**config.mk**
```make
export PLATFORM = sky130hd
export DESIGN_NAME = cpu_seq_ctrl
export DESIGN_NICKNAME = d
export VERILOG_FILES = /design/src/rtl/cpu_pkg.sv /design/src/rtl/cpu_seq_decode.sv /design/src/rtl/cpu_seq_ctrl.sv
export SDC_FILE = /design/constraint.sdc
export NUM_CORES = 1
export LEC_CHECK = 0
export ABC_CLOCK_PERIOD_IN_PS = 5400
export BUFFER_PORTS_ARGS = -buffer_cell sky130_fd_sc_hd__clkbuf_2
export CORE_AREA = 3 3 61 57
export CTS_BUF_LIST = sky130_fd_sc_hd__clkbuf_4 sky130_fd_sc_hd__clkbuf_8
export DETAILED_ROUTE_END_ITERATION = 8
export DIE_AREA = 0 0 64 60
export PLACE_DENSITY = 0.69
export SKIP_CTS_REPAIR_TIMING = 1
export SLEW_MARGIN = 40
export SYNTH_ARGS = -nofsm -noshare
export SYNTH_HDL_FRONTEND = slang
export SYNTH_HIERARCHICAL = 1
export SYNTH_SLANG_ARGS = --single-unit
export TNS_END_PERCENT = 30
```
**constraint.sdc**
```tcl
create_clock -name clk -period 5.4 [get_ports clk]
set_clock_uncertainty 0.1 [all_clocks]
set_input_delay 0.54 -clock clk [delete_from_list [all_inputs] [get_ports clk]]
set_output_delay 0.54 -clock clk [all_outputs]
set_load 0.1 [all_outputs]
```
**src/rtl/cpu_pkg.sv**
```systemverilog
// Shared definitions for the 8-bit CPU fetch/execute sequencer:
// default widths, opcode and ALU encodings, the sequencer state
// encoding and an opcode legality helper.
package cpu_pkg;

    localparam int CPU_AW = 4;
    localparam int CPU_DW = 8;

    localparam logic [7:0] OP_LD   = 8'h10;
    localparam logic [7:0] OP_ADD  = 8'h11;
    localparam logic [7:0] OP_SUB  = 8'h12;
    localparam logic [7:0] OP_AND  = 8'h13;
    localparam logic [7:0] OP_OR   = 8'h14;
    localparam logic [7:0] OP_STO  = 8'h15;
    localparam logic [7:0] OP_HALT = 8'h16;

    localparam logic [2:0] ALU_PASS = 3'd0;
    localparam logic [2:0] ALU_ADD  = 3'd1;
    localparam logic [2:0] ALU_SUB  = 3'd2;
    localparam logic [2:0] ALU_AND  = 3'd3;
    localparam logic [2:0] ALU_OR   = 3'd4;

    typedef enum logic [2:0] {
        ST_IDLE      = 3'd0,
        ST_FETCH_OP  = 3'd1,
        ST_FETCH_ARG = 3'd2,
        ST_EXEC      = 3'd3,
        ST_HALT      = 3'd4
    } state_t;

    // An opcode is legal only in the 0x10..0x16 window.
    function automatic logic op_is_illegal(input logic [7:0] op);
        return (op[7:4] != 4'h1) || (op[3:0] > 4'h6);
    endfunction

endpackage

```
**src/rtl/cpu_seq_decode.sv**
```systemverilog
// Combinational instruction decoder for the sequencer: classifies an
// opcode byte as ALU op, store, halt or illegal and yields the ALU code.
module cpu_seq_decode
    import cpu_pkg::*;
(
    input  logic [7:0] opcode,
    output logic       is_alu,
    output logic       is_sto,
    output logic       is_halt,
    output logic       is_illegal,
    output logic [2:0] alu_op
);

    // Opcode classification; ALU codes are the low three opcode bits.
    always_comb begin
        is_alu     = 1'b0;
        is_sto     = 1'b0;
        is_halt    = 1'b0;
        alu_op     = ALU_PASS;
        is_illegal = op_is_illegal(opcode);
        case (opcode)
            OP_LD, OP_ADD, OP_SUB, OP_AND, OP_OR: begin
                is_alu = 1'b1;
                alu_op = opcode[2:0];
            end
            OP_STO:  is_sto  = 1'b1;
            OP_HALT: is_halt = 1'b1;
            default: ;
        endcase
    end

endmodule

```
**src/rtl/cpu_seq_ctrl.sv**
```systemverilog
// Fetch/execute sequencer for the 8-bit CPU. Fetches a two-byte
// instruction (opcode, operand) from the 16x8 memory, then spends one
// EXEC cycle either loading the accumulator or pulsing the store strobe.
// HALT is a single-byte instruction that parks the block until rst.
//
// Optional build macro CPU_SEQ_ILLEGAL_TRAP_EN: when defined, opcodes
// outside 0x10..0x16 trap to HALT and raise the sticky 'illegal' output;
// when undefined they run as two-byte NOPs and 'illegal' does not exist.
//
// acc_we, alu_op and mem_sto_n are registered so that no path exists
// from mem_data to any output; mem_addr is selected by flops only.
module cpu_seq_ctrl
    import cpu_pkg::*;
#(
    parameter int AW = CPU_AW,
    parameter int DW = CPU_DW
) (
    input  logic          clk,
    input  logic          rst,
    input  logic          run,
    input  logic [DW-1:0] mem_data,
    input  logic [DW-1:0] acc_in,
    output logic [AW-1:0] mem_addr,
    output logic [DW-1:0] mem_wdata,
    output logic          mem_sto_n,
    output logic [2:0]    alu_op,
    output logic [DW-1:0] operand,
    output logic          acc_we,
    output logic          halted,
    output logic [AW-1:0] pc
`ifdef CPU_SEQ_ILLEGAL_TRAP_EN
    ,
    output logic          illegal
`endif
);

    localparam logic [AW-1:0] PC_STEP = {{(AW-1){1'b0}}, 1'b1};

    state_t        state_q, state_d;
    logic [AW-1:0] pc_q, pc_d;
    logic [DW-1:0] ir_q, ir_d;
    logic [DW-1:0] operand_q, operand_d;
    logic          mem_sto_n_q, mem_sto_n_d;
    logic          acc_we_q, acc_we_d;
    logic [2:0]    alu_op_q, alu_op_d;

    logic          dec_is_alu;
    logic          dec_is_sto;
    logic          dec_is_halt;
    logic          dec_is_illegal;
    logic [2:0]    dec_alu_op;

`ifdef CPU_SEQ_ILLEGAL_TRAP_EN
    logic          illegal_q, illegal_d;
`endif

    // The decoder looks at the byte being fetched during FETCH_OP and at
    // the latched instruction register otherwise.
    always_comb begin
        ir_d = ir_q;
        if (state_q == ST_FETCH_OP) begin
            ir_d = mem_data;
        end
    end

    cpu_seq_decode u_decode (
        .opcode     (ir_d[7:0]),
        .is_alu     (dec_is_alu),
        .is_sto     (dec_is_sto),
        .is_halt    (dec_is_halt),
        .is_illegal (dec_is_illegal),
        .alu_op     (dec_alu_op)
    );

    // Next-state, program counter and operand latch.
    always_comb begin
        state_d   = state_q;
        pc_d      = pc_q;
        operand_d = operand_q;
`ifdef CPU_SEQ_ILLEGAL_TRAP_EN
        illegal_d = illegal_q;
`endif
        unique case (state_q)
            ST_IDLE: begin
                if (run) begin
                    state_d = ST_FETCH_OP;
                end
            end
            ST_FETCH_OP: begin
                pc_d = pc_q + PC_STEP;
`ifdef CPU_SEQ_ILLEGAL_TRAP_EN
                if (dec_is_illegal) begin
                    state_d   = ST_HALT;
                    illegal_d = 1'b1;
                end else if (dec_is_halt) begin
                    state_d = ST_HALT;
                end else begin
                    state_d = ST_FETCH_ARG;
                end
`else
                if (dec_is_halt) begin
                    state_d = ST_HALT;
                end else begin
                    state_d = ST_FETCH_ARG;
                end
`endif
            end
            ST_FETCH_ARG: begin
                operand_d = mem_data;
                pc_d      = pc_q + PC_STEP;
                state_d   = ST_EXEC;
            end
            ST_EXEC: begin
                state_d = run ? ST_FETCH_OP : ST_IDLE;
            end
            ST_HALT: begin
                state_d = ST_HALT;
            end
            default: begin
                state_d = ST_IDLE;
            end
        endcase
    end

    // Datapath strobes are computed one cycle ahead so they come straight
    // out of flops while EXEC is the current state; an illegal byte that
    // reaches EXEC never drives either strobe.
    always_comb begin
        acc_we_d    = 1'b0;
        alu_op_d    = ALU_PASS;
        mem_sto_n_d = 1'b1;
        if ((state_d == ST_EXEC) && !dec_is_illegal) begin
            if (dec_is_alu) begin
                acc_we_d = 1'b1;
                alu_op_d = dec_alu_op;
            end else if (dec_is_sto) begin
                mem_sto_n_d = 1'b0;
            end
        end
    end

    // Sequencer registers with synchronous reset.
    always_ff @(posedge clk) begin
        if (rst) begin
            state_q     <= ST_IDLE;
            pc_q        <= '0;
            ir_q        <= '0;
            operand_q   <= '0;
            mem_sto_n_q <= 1'b1;
            acc_we_q    <= 1'b0;
            alu_op_q    <= ALU_PASS;
        end else begin
            state_q     <= state_d;
            pc_q        <= pc_d;
            ir_q        <= ir_d;
            operand_q   <= operand_d;
            mem_sto_n_q <= mem_sto_n_d;
            acc_we_q    <= acc_we_d;
            alu_op_q    <= alu_op_d;
        end
    end

`ifdef CPU_SEQ_ILLEGAL_TRAP_EN
    // Sticky illegal-opcode flag, cleared only by reset.
    always_ff @(posedge clk) begin
        if (rst) begin
            illegal_q <= 1'b0;
        end else begin
            illegal_q <= illegal_d;
        end
    end

    assign illegal = illegal_q;
`endif

    // Address mux: the store target is held for the whole strobe-low
    // cycle, otherwise memory follows the program counter.
    always_comb begin
        mem_addr = pc_q;
        if (!mem_sto_n_q) begin
            mem_addr = operand_q[AW-1:0];
        end
    end

    assign mem_wdata = acc_in;
    assign mem_sto_n = mem_sto_n_q;
    assign acc_we    = acc_we_q;
    assign alu_op    = alu_op_q;
    assign operand   = operand_q;
    assign pc        = pc_q;
    assign halted    = (state_q == ST_HALT);

endmodule

```
# Yosys cells after proc, flatten, opt, wreduce, memory -nomap -nowiden
# Index checks and enable logic that the tools add are counted.
# totals
register_bits	28
memories	0
elab_cells	45
rom_bits	0
ram_bits	0
latchBits	0
out_inout_bits	30
# op_classes
reduce_logical	9
n_bitwise	3
n_shift	0
multipliers	0
muxes	11
div_mod_pow	0
n_eq_ne	13
magnitude_cmp	1
n_addsub	1
# op_table
operator	n
$eq 8x5->1 const B	7
$pmux 3 s5	1
$eq 3x2->1 const B	3
$mux 8	1
$mux 1	6
$mux 3	2
$reduce_or 5->1	1
$add 4x1->4 const B	1
$gt 4x3->1 const B	1
$mux 4	1
$ne 4x1->1 const B	1
$reduce_or 2->1	2
$reduce_or 4->1	1
$eq 3x1->1 const B	1
$eq 3x3->1 const B	1
$logic_not 3->1	1
$not 1->1	3
$reduce_or 3->1	1
$logic_and 1x1->1	1
$logic_not 1->1	1
$logic_or 1x1->1	1

# Longest topological paths before layout
# depth
ltp_word	10
ltp_mapped	7
ltp_nobuf	7

# Hierarchy
# The synthesis kept the hierarchy.
# by_module_without_submodules
mod	area_each_um2	instances	seq_area_each_um2	cells_each
cpu_seq_ctrl	1174.9	1	560.5	113
cpu_seq_decode	101.3	1	0.0	16

# Worst setup path before layout
# No wires, ideal clock.
# synth_path
path_type	register -> register
startpoint	reg state_q[0]
endpoint	reg state_q[1]
path_buffers	0
setup_slack_ns	3.028
arrival_ns	2.157
setup_ns	0.115
required_ns	5.185
path_stages_with_launch	7
path_cell_list	dfxtp_1 > nor3b_4 > mux2_2 > or4_4 > nor3_1 > nor2_1 > o21a_1
# synth_between
elab_chain_len	6
# synth_rtl
item	line	text
start, declared	cpu_seq_ctrl.sv:39	state_t state_q, state_d;
start signal, assigned	cpu_seq_ctrl.sv:153	state_q <= state_d;
$eq 3x1->1	cpu_seq_ctrl.sv:61	if (state_q == ST_FETCH_OP) begin
$mux 8	cpu_seq_ctrl.sv:61	
via ir_d[5]	cpu_seq_ctrl.sv:41	logic [DW-1:0] ir_q, ir_d;
$eq 8x5->1	cpu_seq_decode.sv:21	case (opcode)
$mux 1	cpu_seq_decode.sv:21	
via dec_is_halt	cpu_seq_ctrl.sv:49	logic dec_is_halt;
$mux 3	cpu_seq_ctrl.sv:101	if (dec_is_halt) begin
$pmux 3 s5	cpu_seq_ctrl.sv:83	unique case (state_q)
# The timed path passes the listed nets, and every way through them passes these cells.
# A chain may end at the register's enable or synchronous reset.

# Final worst setup path
# layout_path
startpoint	reg state_q[2]
endpoint	reg alu_op_q[0] (netlist: alu_op[0])
# layout_lines
item	line	text
$eq 3x1->1	cpu_seq_ctrl.sv:61	
$mux 8	cpu_seq_ctrl.sv:61	
via ir_d[5]	cpu_seq_ctrl.sv:41	
$ne 4x1->1	cpu_pkg.sv:33	return (op[7:4] != 4'h1) || (op[3:0] > 4'h6);
$logic_or 1x1->1	cpu_pkg.sv:33	
via dec_is_illegal	cpu_seq_ctrl.sv:50	logic dec_is_illegal;
$logic_not 1->1	cpu_seq_ctrl.sv:132	if ((state_d == ST_EXEC) && !dec_is_illegal) begin
$logic_and 1x1->1	cpu_seq_ctrl.sv:132	
$not 1->1 (no line)	-	
$reduce_or 4->1 (no line)	-	
end signal, assigned	cpu_seq_ctrl.sv:159	alu_op_q <= alu_op_d;
end, declared	cpu_seq_ctrl.sv:45	logic [2:0] alu_op_q, alu_op_d;
# The timed path passes the listed nets, and every way through them passes these cells.

==> flow_summary.json <==
{
  "report.final.slew_viol_count": 0,
  "cap_viol_max_count": 0,
  "synth_warnings": 6,
  "grt_pass1_vias": 1056,
  "status": "finished clean",
  "antenna_found_initial": 0,
  "ant_nets": 0,
  "fp-row-count": 18,
  "drt_wl_total_mm": 2.69,
  "drt_iter0_markers": 33,
  "slew_headroom_pct": 63.6,
  "cts_sinks": 28,
  "synthCells": 129,
  "die_w_um": 64,
  "period_minus_slack_ns": 2.82,
  "gr-total-overflow": 0,
  "cts.clk_slew.worst_paths_ns": 0.15,
  "synth_edf_count": 0,
  "final_cells": 193,
  "dr.pass1.iters": 3,
  "fin_crit_sh_pct": 52.2,
  "diodes": 0,
  "critical_path_class": "flip-flop to flip-flop",
  "ys.flop_type": "dfxtp_1",
  "hpwl_mm": 2.08,
  "place_inst": 189,
  "io_pins": 49,
  "dieArea_um2": 3840,
  "startpoint_type": "flip-flop",
  "worstMarginPinSlew_ns": 0.548,
  "final_common_cell": "clkbuf_2",
  "avgViaCountPerCell": 5.18,
  "ys_ff_latch": 28,
  "hp-class": "input pin to flip-flop",
  "p_total_w": 0.000485,
  "mostFrequentLayoutCells": "32 x clkbuf_2, 28 x dfxtp_1, 14 x nor2_1, 13 x mux2_2, 11 x nor2b_1",
  "coreArea_um2": 2820,
  "powerDensity_nw_per_um2": 331,
  "leakagePower_nw": 0.623,
  "port_buffers": 32,
  "vias": 1000,
  "ir_drop_mv": 0.207,
  "fin_tns_setup_ns": 0,
  "hold_violations": 0,
  "async_reset_ff_share_pct": 0,
  "post_drt_wl_per_cell_um": 13.9,
  "die_h_um": 60,
  "setup_viol": 0,
  "drive_gt1_share_pct": 34.6,
  "crit_fanout": 14,
  "cts_tree": "done",
  "grt_start_max_net_pins": 27,
  "grt_pass1_wl_mm": 4.75,
  "drc": 0,
  "required_ns": 5.59,
  "place_congestion": 0.875,
  "clkLatencyLatePin_ns": 0.33,
  "max_freq_ghz": 0.355,
  "fill_cells": 275,
  "cts-buffers-inserted": 3,
  "syn_avg_cell_area_um2": 9.89,
  "synth-seq-area-share_pct": 43.9,
  "clockBufferDepth": 2,
  "synth_fp_nets": 149,
  "track_usage_pct": 15.9,
  "arrival_ns": 3.01,
  "setup.worst_path.end_class": "flip-flop",
  "htree_levels": 1,
  "rsz0062_at_grt": "false",
  "yosysUniqueCellTypes": 34,
  "start_util_pct": 45.3,
  "area_delta_synth_final_pct": 14.9,
  "syn_area_um2": 1280,
  "layout.nets": 174,
  "cts_root_buffer": "clkbuf_4"
}
## cell type report
cell class | count | area (um^2) | share of cell area, %
clock buffer | 3 | 22.5 | 1.54
clock inverter | 1 | 30.0 | 2.05
sequential | 28 | 561 | 38.2
multi-input combinational | 84 | 621 | 42.3
inverter | 4 | 15.0 | 1.02
tap | 40 | 50.0 | 3.41
timing repair buffer | 33 | 168 | 11.4
## per-stage QoR
stage / instance area, um^2 / utilization (%) / setup slack [ns] / hold slack, ns
5_1_grt: 1470 / 52.1 / 2.31 / 0.343
3_3_place_gp: 1410 / 50.2 / 2.83 / 0.376
4_1_cts: 1470 / 52.1 / 2.63 / 0.338
3_5_place_dp: 1410 / 50.2 / 2.66 / 0.386
2_1_floorplan: 1280 / - / 3.03 / 0.473
6_report: 1470 / 52.1 / 2.58 / 0.345
## flip-flops by register name, summed over array words and instances (netlist names)
name       flops
state_q        3
acc_we         1
alu_op         3
operand        8
ir_q           8
mem_sto_n      1
pc             4
## cells by family after synthesis
| kind of cell | after synthesis | share of synthesized area (%) |
|---|---|---|
| flops | 28 | 43.9 |
| compound gates | 11 | 5.39 |
| mux | 21 | 17.7 |
| xor+xnor | 1 | 0.686 |
| simple gates | 50 | 23.8 |
| fa+ha+maj | 1 | 0.980 |
| buf+inv | 17 | 7.45 |
## power by group
part,internal [W],leakage [nW],switching [W]
Combinational,0.0000347,0.367,0.0000875
Sequential,0.000217,0.228,0.00000837
Clock,0.0000752,0.0279,0.0000623
## synth_stat cells, types with 2 or more instances
master	n	area [um^2]
a21oi_1	3	15.0
buf_4	8	60.1
nor3_1	3	15.0
nor4_1	3	18.8
mux2_2	13	146
o21ai_0	3	15.0
and3_1	2	12.5
nor3b_1	2	15.0
clkbuf_1	4	15.0
and2_1	4	25.0
dfxtp_1	28	561
nor2b_1	11	68.8
mux2i_1	8	80.1
inv_1	4	15.0
nor2_1	14	52.6
## per-layer routing
metal	vias to the layer above	track usage [%]	share of wire, %
met4	0	4.92	1.5
met3	6	5.64	7.5
met2	33	27.7	46
met1	474	18.4	45
li1	487	-	-
met5	-	0	0
## worst max-delay path, stage by stage (launching register included)
cell	delay, ns
dfxtp_1	0.47
nor3b_4	0.49
mux2_2	0.42
nor4_1	0.48
o211ai_1	0.16
nor3_1	0.27
and3_1	0.24
and2_1	0.14
## final timing paths
path	start	to	slack, ns	depth (start not counted)
hold reg to reg	pc[3]$_SDFFE_PP0P_	pc[3]$_SDFFE_PP0P_	0.41	2
setup / recovery	state_q[2]$_SDFF_PP0_	alu_op[0]$_SDFF_PP0_	2.58	7
setup reg to reg	state_q[2]$_SDFF_PP0_	alu_op[0]$_SDFF_PP0_	2.58	7
hold / removal	mem_data[2]	operand[2]$_SDFFE_PP0N_	0.35	3
(Power assumes the default switching activity.)
